`src/rtl/store_to_fetch_arbiter.sv`:
```
// -----------------------------------------------------------------------------
// store_to_fetch_arbiter
//
// Shares the single-entry store->fetch mailbox between NUM_REQ store-side
// requesters (store lanes, exception/redirect unit). A round-robin arbiter
// fills one holding register. The fetch stage drains it with a valid/pop
// handshake. No requester can overwrite an unread packet, and a pop on an
// empty mailbox is recorded in a sticky error flag.
//
// Parameters
//   NUM_REQ  number of requesters (1..8)
//   PKT_W    packet width in bits
//
// Ports
//   clk            clock, all state updates on posedge
//   reset          asynchronous, active-high reset
//   req_valid      [NUM_REQ]        requester i holds a packet
//   req_data       [NUM_REQ*PKT_W]  packet of requester i at [i*PKT_W +: PKT_W]
//   req_ready      [NUM_REQ]        one-hot grant: packet i accepted this cycle
//   fetch_valid    mailbox full
//   fetch_data     [PKT_W]          mailbox contents
//   fetch_pop      fetch consumes the mailbox this cycle
//   flush          synchronous discard of the mailbox contents
//   err_pop_empty  sticky: fetch_pop seen while the mailbox was empty
//
// Optional feature (macro STORE_TO_FETCH_ARB_STATS_EN):
//   stat_grants    [NUM_REQ*16]     per-requester grant count, saturating
//   stat_stalls    [16]             cycles with a pending request and no
//                                   grant, saturating
//   Both counters reset to 0. Flush does not clear them.
// -----------------------------------------------------------------------------
module store_to_fetch_arbiter #(
   parameter int NUM_REQ = 3,
   parameter int PKT_W   = 64
) (
   input  logic                     clk,
   input  logic                     reset,
   input  logic [NUM_REQ-1:0]       req_valid,
   input  logic [NUM_REQ*PKT_W-1:0] req_data,
   output logic [NUM_REQ-1:0]       req_ready,
   output logic                     fetch_valid,
   output logic [PKT_W-1:0]         fetch_data,
   input  logic                     fetch_pop,
   input  logic                     flush,
   output logic                     err_pop_empty
`ifdef STORE_TO_FETCH_ARB_STATS_EN
   ,
   output logic [NUM_REQ*16-1:0]    stat_grants,
   output logic [15:0]              stat_stalls
`endif
);

   localparam int PTR_W = (NUM_REQ > 1) ? $clog2(NUM_REQ) : 1;

   typedef enum logic {
      EMPTY = 1'b0,
      FULL  = 1'b1
   } state_t;

   state_t             state_reg, state_next;
   logic [PTR_W-1:0]   rr_ptr_reg, rr_ptr_next;
   logic [PKT_W-1:0]   data_reg, data_next;
   logic               err_reg, err_next;

   logic               space;
   logic               grant_found;
   logic               grant_en;
   logic [PTR_W-1:0]   grant_idx;
   logic [PKT_W-1:0]   grant_pkt;
   logic [PKT_W-1:0]   pkt_arr [NUM_REQ];
   int                 scan_idx;

   // Unpack the flat request bus so the winner can be selected by index.
   genvar gi;
   generate
      for (gi = 0; gi < NUM_REQ; gi++) begin : g_unpack
         assign pkt_arr[gi]   = req_data[gi*PKT_W +: PKT_W];
         assign req_ready[gi] = grant_en && (grant_idx == PTR_W'(gi));
      end
   endgenerate

   // Round-robin search starting at rr_ptr_reg. The wrap is done by a
   // conditional subtract, which avoids a modulo for non power-of-two counts.
   always_comb begin
      grant_found = 1'b0;
      grant_idx   = '0;
      scan_idx    = 0;
      for (int k = 0; k < NUM_REQ; k++) begin
         scan_idx = int'(rr_ptr_reg) + k;
         if (scan_idx >= NUM_REQ) begin
            scan_idx = scan_idx - NUM_REQ;
         end
         if (!grant_found && req_valid[scan_idx]) begin
            grant_found = 1'b1;
            grant_idx   = PTR_W'(scan_idx);
         end
      end
   end

   // A slot is free when the mailbox is empty or is being drained this
   // cycle. The free slot is what allows one packet per cycle back to back.
   assign space     = (state_reg == EMPTY) || fetch_pop;
   assign grant_en  = space && !flush && grant_found;
   assign grant_pkt = pkt_arr[grant_idx];

   // State register
   always_ff @(posedge clk or posedge reset) begin
      if (reset) begin
         state_reg  <= EMPTY;
         rr_ptr_reg <= '0;
         data_reg   <= '0;
         err_reg    <= 1'b0;
      end else begin
         state_reg  <= state_next;
         rr_ptr_reg <= rr_ptr_next;
         data_reg   <= data_next;
         err_reg    <= err_next;
      end
   end

   // Next-state logic. Flush has priority: it blocks grants and swallows
   // any pop issued in the same cycle, so that pop cannot raise an error.
   always_comb begin
      state_next  = state_reg;
      rr_ptr_next = rr_ptr_reg;
      data_next   = data_reg;
      err_next    = err_reg;
      if (flush) begin
         state_next = EMPTY;
      end else if (grant_en) begin
         state_next = FULL;
         data_next  = grant_pkt;
         if (grant_idx == PTR_W'(NUM_REQ - 1)) begin
            rr_ptr_next = '0;
         end else begin
            rr_ptr_next = grant_idx + PTR_W'(1);
         end
      end else if (fetch_pop) begin
         case (state_reg)
            FULL:    state_next = EMPTY;
            default: err_next   = 1'b1;
         endcase
      end
   end

   assign fetch_valid   = (state_reg == FULL);
   assign fetch_data    = data_reg;
   assign err_pop_empty = err_reg;

`ifdef STORE_TO_FETCH_ARB_STATS_EN
   logic [15:0] stall_cnt_reg;

   generate
      for (gi = 0; gi < NUM_REQ; gi++) begin : g_stat
         logic [15:0] grant_cnt_reg;
         always_ff @(posedge clk or posedge reset) begin
            if (reset) begin
               grant_cnt_reg <= '0;
            end else if (req_ready[gi] && (grant_cnt_reg != 16'hFFFF)) begin
               grant_cnt_reg <= grant_cnt_reg + 16'd1;
            end
         end
         assign stat_grants[gi*16 +: 16] = grant_cnt_reg;
      end
   endgenerate

   always_ff @(posedge clk or posedge reset) begin
      if (reset) begin
         stall_cnt_reg <= '0;
      end else if ((|req_valid) && !grant_en && (stall_cnt_reg != 16'hFFFF)) begin
         stall_cnt_reg <= stall_cnt_reg + 16'd1;
      end
   end

   assign stat_stalls = stall_cnt_reg;
`endif

endmodule

```
`config.mk`:
```
export PLATFORM = sky130hd
export DESIGN_NAME = store_to_fetch_arbiter
export DESIGN_NICKNAME = d
export VERILOG_FILES = /design/src/rtl/store_to_fetch_arbiter.sv
export SDC_FILE = /design/constraint.sdc
export NUM_CORES = 1
export LEC_CHECK = 0
export ABC_AREA = 1
export CAP_MARGIN = 20
export CORE_MARGIN = 10
export CORE_UTILIZATION = 34
export DETAILED_ROUTE_END_ITERATION = 10
export GPL_TIMING_DRIVEN = 0
export PLACE_DENSITY_LB_ADDON = 0.1
export SLEW_MARGIN = 15
export SYNTH_ARGS = -nofsm -noshare
export SYNTH_HDL_FRONTEND = slang
export SYNTH_SLANG_ARGS = --single-unit
export TNS_END_PERCENT = 20
```
`constraint.sdc`:
```
create_clock -name clk -period 2.4 [get_ports clk]
set_clock_uncertainty 0.2 [all_clocks]
set_input_delay 0.48 -clock clk [delete_from_list [all_inputs] [get_ports clk]]
set_output_delay 0.48 -clock clk [all_outputs]
set_load 0.05 [all_outputs]
```
==> results.sh, run 1 <==
export IMPL_status="finished, violations left"
export IMPL_violations="negative setup slack"
export IMPL_die_y_um=132
export IMPL_routed_via_density=4.93
export IMPL_cpMostUsedCell="nand2_2"
export IMPL_async_flop_share=1.00
export IMPL_arrival_ns=2.45
export IMPL_hold_class="reg -> reg"
export IMPL_antenna_diode_count=0
export IMPL_max_clock_path_buffers=2
export IMPL_synth_edf_count=0
export IMPL_h_tree_depth=3
export IMPL_syn_inst=657
export IMPL_synth_top_area_cell="dfrtp_1"
export IMPL_ys_seq_elements=68
export IMPL_sequentialPowerShare=0.136
export IMPL_hold_viol=0
export IMPL_yosys_warnings=0
export IMPL_cts_buffers=9
export IMPL_nets=1186
export IMPL_pin_count=268
export IMPL_cts_tree="built"
export IMPL_io_buffer_count=267
export IMPL_core_um2=12500
export IMPL_path_class="reg -> out"
export IMPL_regToRegStartpoint="rr_ptr_reg[0]"
export IMPL_holdCritStartpoint="err_pop_empty"
export IMPL_path_clk_slew_ns=0.06
export IMPL_dpl_hpwl_um=15500
export IMPL_route_detailed_drc=0
export IMPL_gp_congestion=0.930
export IMPL_p_sw_frac=0.512
export IMPL_drtPass1Iterations=5
export IMPL_p_leak_uw=0.00387
export IMPL_detail_route_wl_per_cell_um=18.1
export IMPL_vdd_drop_max_mv=0.823
export IMPL_power_share_combinational=0.763
export IMPL_fin_crit_sh=1.30
export IMPL_synth_nets=860
export IMPL_seq_area_frac_synth=0.396
export IMPL_dieArea_um2=17600
export IMPL_synth_area_top_cells="dfrtp_1 40%, nand2_1 18%, nand3_1 11%, nor2_1 10%, a21oi_1 9.3%"
export IMPL_cp_slowest_cell="dfrtp_1"
export IMPL_synth_area_um2=4300
export IMPL_synthFlopType="dfrtp_1"
export IMPL_start_util=0.344
export IMPL_clock_root_buffer="clkbuf_16"
export IMPL_drtIter0Drc=279
export IMPL_synth_area_per_cell_um2=6.55
export IMPL_fmax_ghz=0.320
export IMPL_hold_depth=1
export IMPL_ant_nets=0
export IMPL_rows=41
export IMPL_reg2reg_depth=19
export IMPL_globalRoute_totalOverflow=0
export IMPL_setup_viol=69
export IMPL_synth_common_cells="212 x nand2_1, 118 x nor2_1, 95 x nand3_1"
export IMPL_powerDensity_nw_per_um2=1810
export IMPL_switchingPower_uw=7930
export IMPL_post_route_util=0.685
export IMPL_tightest_slew_ns=0.569
export IMPL_fin_crit_ns=3.13
export IMPL_rsz0062_at_grt="yes"
export IMPL_largest_register_ffs=64
export IMPL_postCtsHoldBufs=0
export IMPL_syn_to_final_growth_pct=99.4
export IMPL_yosysMostFrequentCell="nand2_1"
export IMPL_crit_fanout=10
export IMPL_slew_violations=0
export IMPL_num_vias=5723
export IMPL_p_int_uw=7560
export IMPL_clock_power_share=0.101
export IMPL_holdWs_ns=0.265
export IMPL_worst_skew_pair_late_latency_ns=0.33
export IMPL_cpPeakStageDelay_ns=0.41
export IMPL_cp_cell_sequence="inv_2 > ha_4 > inv_4 > nand2_2 > nand2_2 > a21oi_4 > buf_4 > nand4_1 > nand2_2 > buf_8 > buf_6 > nor3_4 > buf_6"
export IMPL_grt_start_max_net_pins=44
export IMPL_yosysUniqueCellTypes=22
export IMPL_drt_wl_total_um=21000
export IMPL_die_width_um=132
export IMPL_track_usage=0.222
export IMPL_first_global_vias=5915
export IMPL_cp_end_kind="output port"
export IMPL_cts_sinks=68
export IMPL_crit_required_ns=1.72
export IMPL_drv_cap=0
export IMPL_max_slew_margin=0.619
export IMPL_power_total_uw=15500
export IMPL_grt_pass1_wl_um=31700
export IMPL_critPathLaunchType="register"
export IMPL_worst_slack_ns=-0.726
export IMPL_setup_worst_path_start="rr_ptr_reg[0]"
export IMPL_finalSetupTns_ns=-27.49
export IMPL_antenna_found_initial=0
export IMPL_drive_above_1_share=0.175
export IMPL_synth_top_area_share=0.396
[logic make-up (layout without fill, tap and decap cells)]
kind of cell	count (synthesis)	in the layout	share of synthesized area
AOI/OAI and AO/OA	87	87	0.105
adders and majority gates	4	4	0.0116
buffers and inverters	60	391	0.0689
DFF	68	68	0.396
and+or+nand+nor	438	438	0.419
[power by group through the flow]
stage                     sequential [µW]  clock, µW  combinational (µW)
after detailed placement             2120          0                9400
after global routing                 2180       1640               12700
after CTS                            2100       1580               11000
after global placement               2090          0                9270
final                                2100       1560               11800
after floorplan                      4060          0                4440
[routing by layer]
layer / share of wire / track usage / vias to the layer above
li1: - / - / 2787
met3: 0.084 / 0.0746 / 25
met4: 0.017 / 0.0581 / 0
met2: 0.49 / 0.379 / 256
met5: 0 / 0 / -
met1: 0.41 / 0.261 / 2655
[layout make-up]
| class | count | area (µm²) |
|---|---|---|
| well taps | 172 | 215 |
| flip-flops and latches | 68 | 1700 |
| clock buffers | 10 | 239 |
| multi-input cells | 529 | 2630 |
| repair buffers | 315 | 3180 |
| clock inverters | 6 | 111 |
| plain buffers | 47 | 433 |
| fillers | 1081 | 3940 |
| inverters | 13 | 63.8 |
[critical path, delay by kind of cell, from the launching register on]
kind	cells	cell delay, ns
AO/OA/AOI/OAI	1	0.21
AND/OR/NAND/NOR	5	0.44
flip-flops	1	0.41
buffers and inverters	6	0.71
adder cells (fa/ha/maj)	1	0.34
[placed cells by master (no fill, tap or decap), types with 6 or more instances in the layout]
cell / synthesis / final
nand2_4: 0 / 8
clkdlybuf4s50_1: 0 / 263
buf_6: 6 / 20
nand3_1: 95 / 92
clkbuf_2: 0 / 10
dfrtp_1: 68 / 67
a21oi_1: 80 / 66
buf_8: 0 / 10
clkbuf_16: 0 / 13
buf_4: 1 / 36
nand2_1: 212 / 193
nand2_2: 2 / 13
inv_4: 0 / 6
a21oi_2: 0 / 14
nor2_1: 118 / 114
buf_2: 18 / 7
[timing repair]
item	in CTS	in global routing
pin swaps	27	21
buffers inserted	28	24
gates cloned	1	2
endpoints found under the setup margin	69	69
gates resized for setup	121	53
[through the flow]
stage | std cells | setup slack, ns | instance area, µm²
2_1_floorplan | 657 | -0.333 | 4390
4_1_cts | 1142 | -0.558 | 8250
3_3_place_gp | 1096 | -1.46 | 7280
5_1_grt | 1160 | -0.801 | 8580
6_report | 1160 | -0.726 | 8580
3_5_place_dp | 1097 | -1.48 | 7310
[final timing paths]
| check | to | slack, ns |
|---|---|---|
| min in group asynchronous | fetch_data[3] | 0.29 |
| max | req_ready[0] | -0.73 |
| max reg2reg | fetch_data[30] | -0.44 |
| max in group asynchronous | rr_ptr_reg[1] | 1.16 |
| min reg2reg | err_pop_empty | 0.26 |
| min | err_pop_empty | 0.26 |
No activity file was read; power rests on OpenSTA's default activity.
==> run 2, diff against run 1 <==
Settings changed: CAP_MARGIN 20 to not set, CORE_MARGIN 10 to not set.
==> results.sh, run 2 (synthesis results as in run 1) <==
export IMPL_status="finished, violations left"
export IMPL_violations="negative setup slack"
export IMPL_h_tree_depth=3
export IMPL_globalRoute_totalOverflow=0
export IMPL_nets=1161
export IMPL_detail_route_wl_per_cell_um=15.6
export IMPL_r2r_end="rr_ptr_reg[0]"
export IMPL_power_total_uw=14000
export IMPL_dieArea_um2=13100
export IMPL_start_util=0.354
export IMPL_cp_end_kind="output port"
export IMPL_max_slew_margin=0.629
export IMPL_die_y_um=114
export IMPL_dp_worst_setup_slack_ns=-1.46
export IMPL_sequentialPowerShare=0.151
export IMPL_gp_congestion=0.922
export IMPL_switchingPower_uw=7420
export IMPL_powerDensity_nw_per_um2=1730
export IMPL_antenna_found_initial=0
export IMPL_slew_violations=0
export IMPL_p_leak_uw=0.00365
export IMPL_path_buf_inv=4
export IMPL_mostFrequentLayoutCells="263 x clkdlybuf4s50_1, 197 x nand2_1, 115 x nor2_1"
export IMPL_critPathLaunchType="register"
export IMPL_io_buffer_count=267
export IMPL_rsz0062_at_grt="yes"
export IMPL_p_sw_frac=0.531
export IMPL_num_vias=5595
export IMPL_pin_count=268
export IMPL_critPathTopFamily="simple AND/OR/NAND/NOR gates"
export IMPL_holdCritStartpoint="err_pop_empty"
export IMPL_drt_wl_total_um=17600
export IMPL_arrival_ns=2.33
export IMPL_power_share_combinational=0.757
export IMPL_fin_crit_ns=3.01
export IMPL_cts_sinks=68
export IMPL_crit_fanout=6
export IMPL_path_class="reg -> out"
export IMPL_worst_skew_pair_late_latency_ns=0.34
export IMPL_drtIter0Drc=302
export IMPL_clock_power_share=0.092
export IMPL_tightest_slew_ns=0.555
export IMPL_hold_class="reg -> reg"
export IMPL_holdWs_ns=0.274
export IMPL_postCtsHoldBufs=0
export IMPL_cts_tree="built"
export IMPL_path_clk_slew_ns=0.05
export IMPL_cts_buffers=9
export IMPL_endpoint="req_ready[1]"
export IMPL_max_clock_path_buffers=2
export IMPL_worst_slack_ns=-0.605
export IMPL_drtPass1Iterations=4
export IMPL_routed_via_density=4.95
export IMPL_syn_to_final_growth_pct=87.6
export IMPL_setup_worst_path_start="rr_ptr_reg[0]"
export IMPL_r2r_slack_ns=-0.27
export IMPL_drv_cap=0
export IMPL_antenna_diode_count=0
export IMPL_drive_above_1_share=0.136
export IMPL_largest_register_ffs=64
export IMPL_vdd_drop_max_mv=0.889
export IMPL_cpMostUsedCell="nand2_2"
export IMPL_crit_required_ns=1.72
export IMPL_first_global_vias=5565
export IMPL_regToRegStartpoint="rr_ptr_reg[0]"
export IMPL_grt_start_max_net_pins=41
export IMPL_track_usage=0.272
export IMPL_hold_viol=0
export IMPL_die_width_um=114
export IMPL_rows=40
export IMPL_dpl_hpwl_um=13100
export IMPL_hold_depth=1
export IMPL_grt_pass1_wl_um=27300
export IMPL_post_layout_nonfiller_instances=1130
export IMPL_fmax_ghz=0.333
export IMPL_setup_viol=69
export IMPL_core_um2=12200
export IMPL_p_int_uw=6550
export IMPL_reg2reg_depth=15
export IMPL_cp_cell_sequence="inv_2 > ha_4 > inv_4 > nand2_2 > nand2_2 > a21oi_4 > nand3_4 > nand2_2 > nand2_4 > buf_8 > nor3_4 > buf_6"
export IMPL_fin_crit_sh=1.25
export IMPL_dp_cells=1093
export IMPL_route_detailed_drc=0
export IMPL_ant_nets=0
export IMPL_cp_num_cells=12
export IMPL_cp_slowest_cell="dfrtp_1"
export IMPL_mostFrequentLayoutCell="clkdlybuf4s50_1"
export IMPL_cpPeakStageDelay_ns=0.39
export IMPL_clock_root_buffer="clkbuf_16"
run 2: worst min path at each step:
| stage | end | slack (ns) |
|---|---|---|
| 3_3_place_gp | err_pop_empty | 0.25 |
| 2_1_floorplan | fetch_valid | 0.35 |
| 4_1_cts | err_pop_empty | 0.28 |
| 5_1_grt | err_pop_empty | 0.31 |
| 6_report | err_pop_empty | 0.27 |
| 3_5_place_dp | err_pop_empty | 0.26 |
run 2: metal layers:
| layer | part of all wire | track usage | up-vias |
|---|---|---|---|
| li1 | - | - | 2737 |
| met1 | 0.41 | 0.311 | 2588 |
| met2 | 0.48 | 0.474 | 225 |
| met3 | 0.076 | 0.0794 | 45 |
| met4 | 0.029 | 0.111 | 0 |
| met5 | 0 | 0 | - |
run 2: repair_timing:
| action | in CTS | in global routing |
|---|---|---|
| setup buffers | 18 | 4 |
| pin swaps | 15 | 9 |
| endpoints found under the setup margin | 69 | 69 |
| resized for setup | 94 | 28 |
run 2: final cells by class:
cell class,count,area [µm²]
clock inverter,1,5.00
tap,168,210
sequential,68,1700
buffer,47,389
inverter,13,61.3
multi-input combinational,529,2540
timing repair buffer,290,2880
fill,1088,4090
clock buffer,14,284
run 2: worst register-to-register path: cells and delay by family (launching register included):
| kind | cells | cell delay, ns |
|---|---|---|
| DFF | 1 | 0.39 |
| buffers and inverters | 7 | 0.88 |
| adders and majority gates | 1 | 0.33 |
| AOI/OAI and AO/OA | 2 | 0.32 |
| and+or+nand+nor | 5 | 0.43 |
run 2: power by group through the flow:
stage | registers (µW) | clock network, µW | logic, µW
floorplan | 4060 | 0 | 4440
global placement | 2100 | 0 | 9160
detailed placement | 2120 | 0 | 9310
CTS | 2110 | 1290 | 10300
global route | 2180 | 1350 | 11400
finish | 2110 | 1280 | 10600
run 2: through the flow:
stage,TNS (ns),cell area [µm²],utilization
final,-14.29,8070,0.664
after global routing,-23.81,8070,0.664
after CTS,-9.13,7970,0.655
after detailed placement,-36.48,7290,0.600
after global placement,-119.71,7270,0.598
after floorplan,-0.979,4390,-
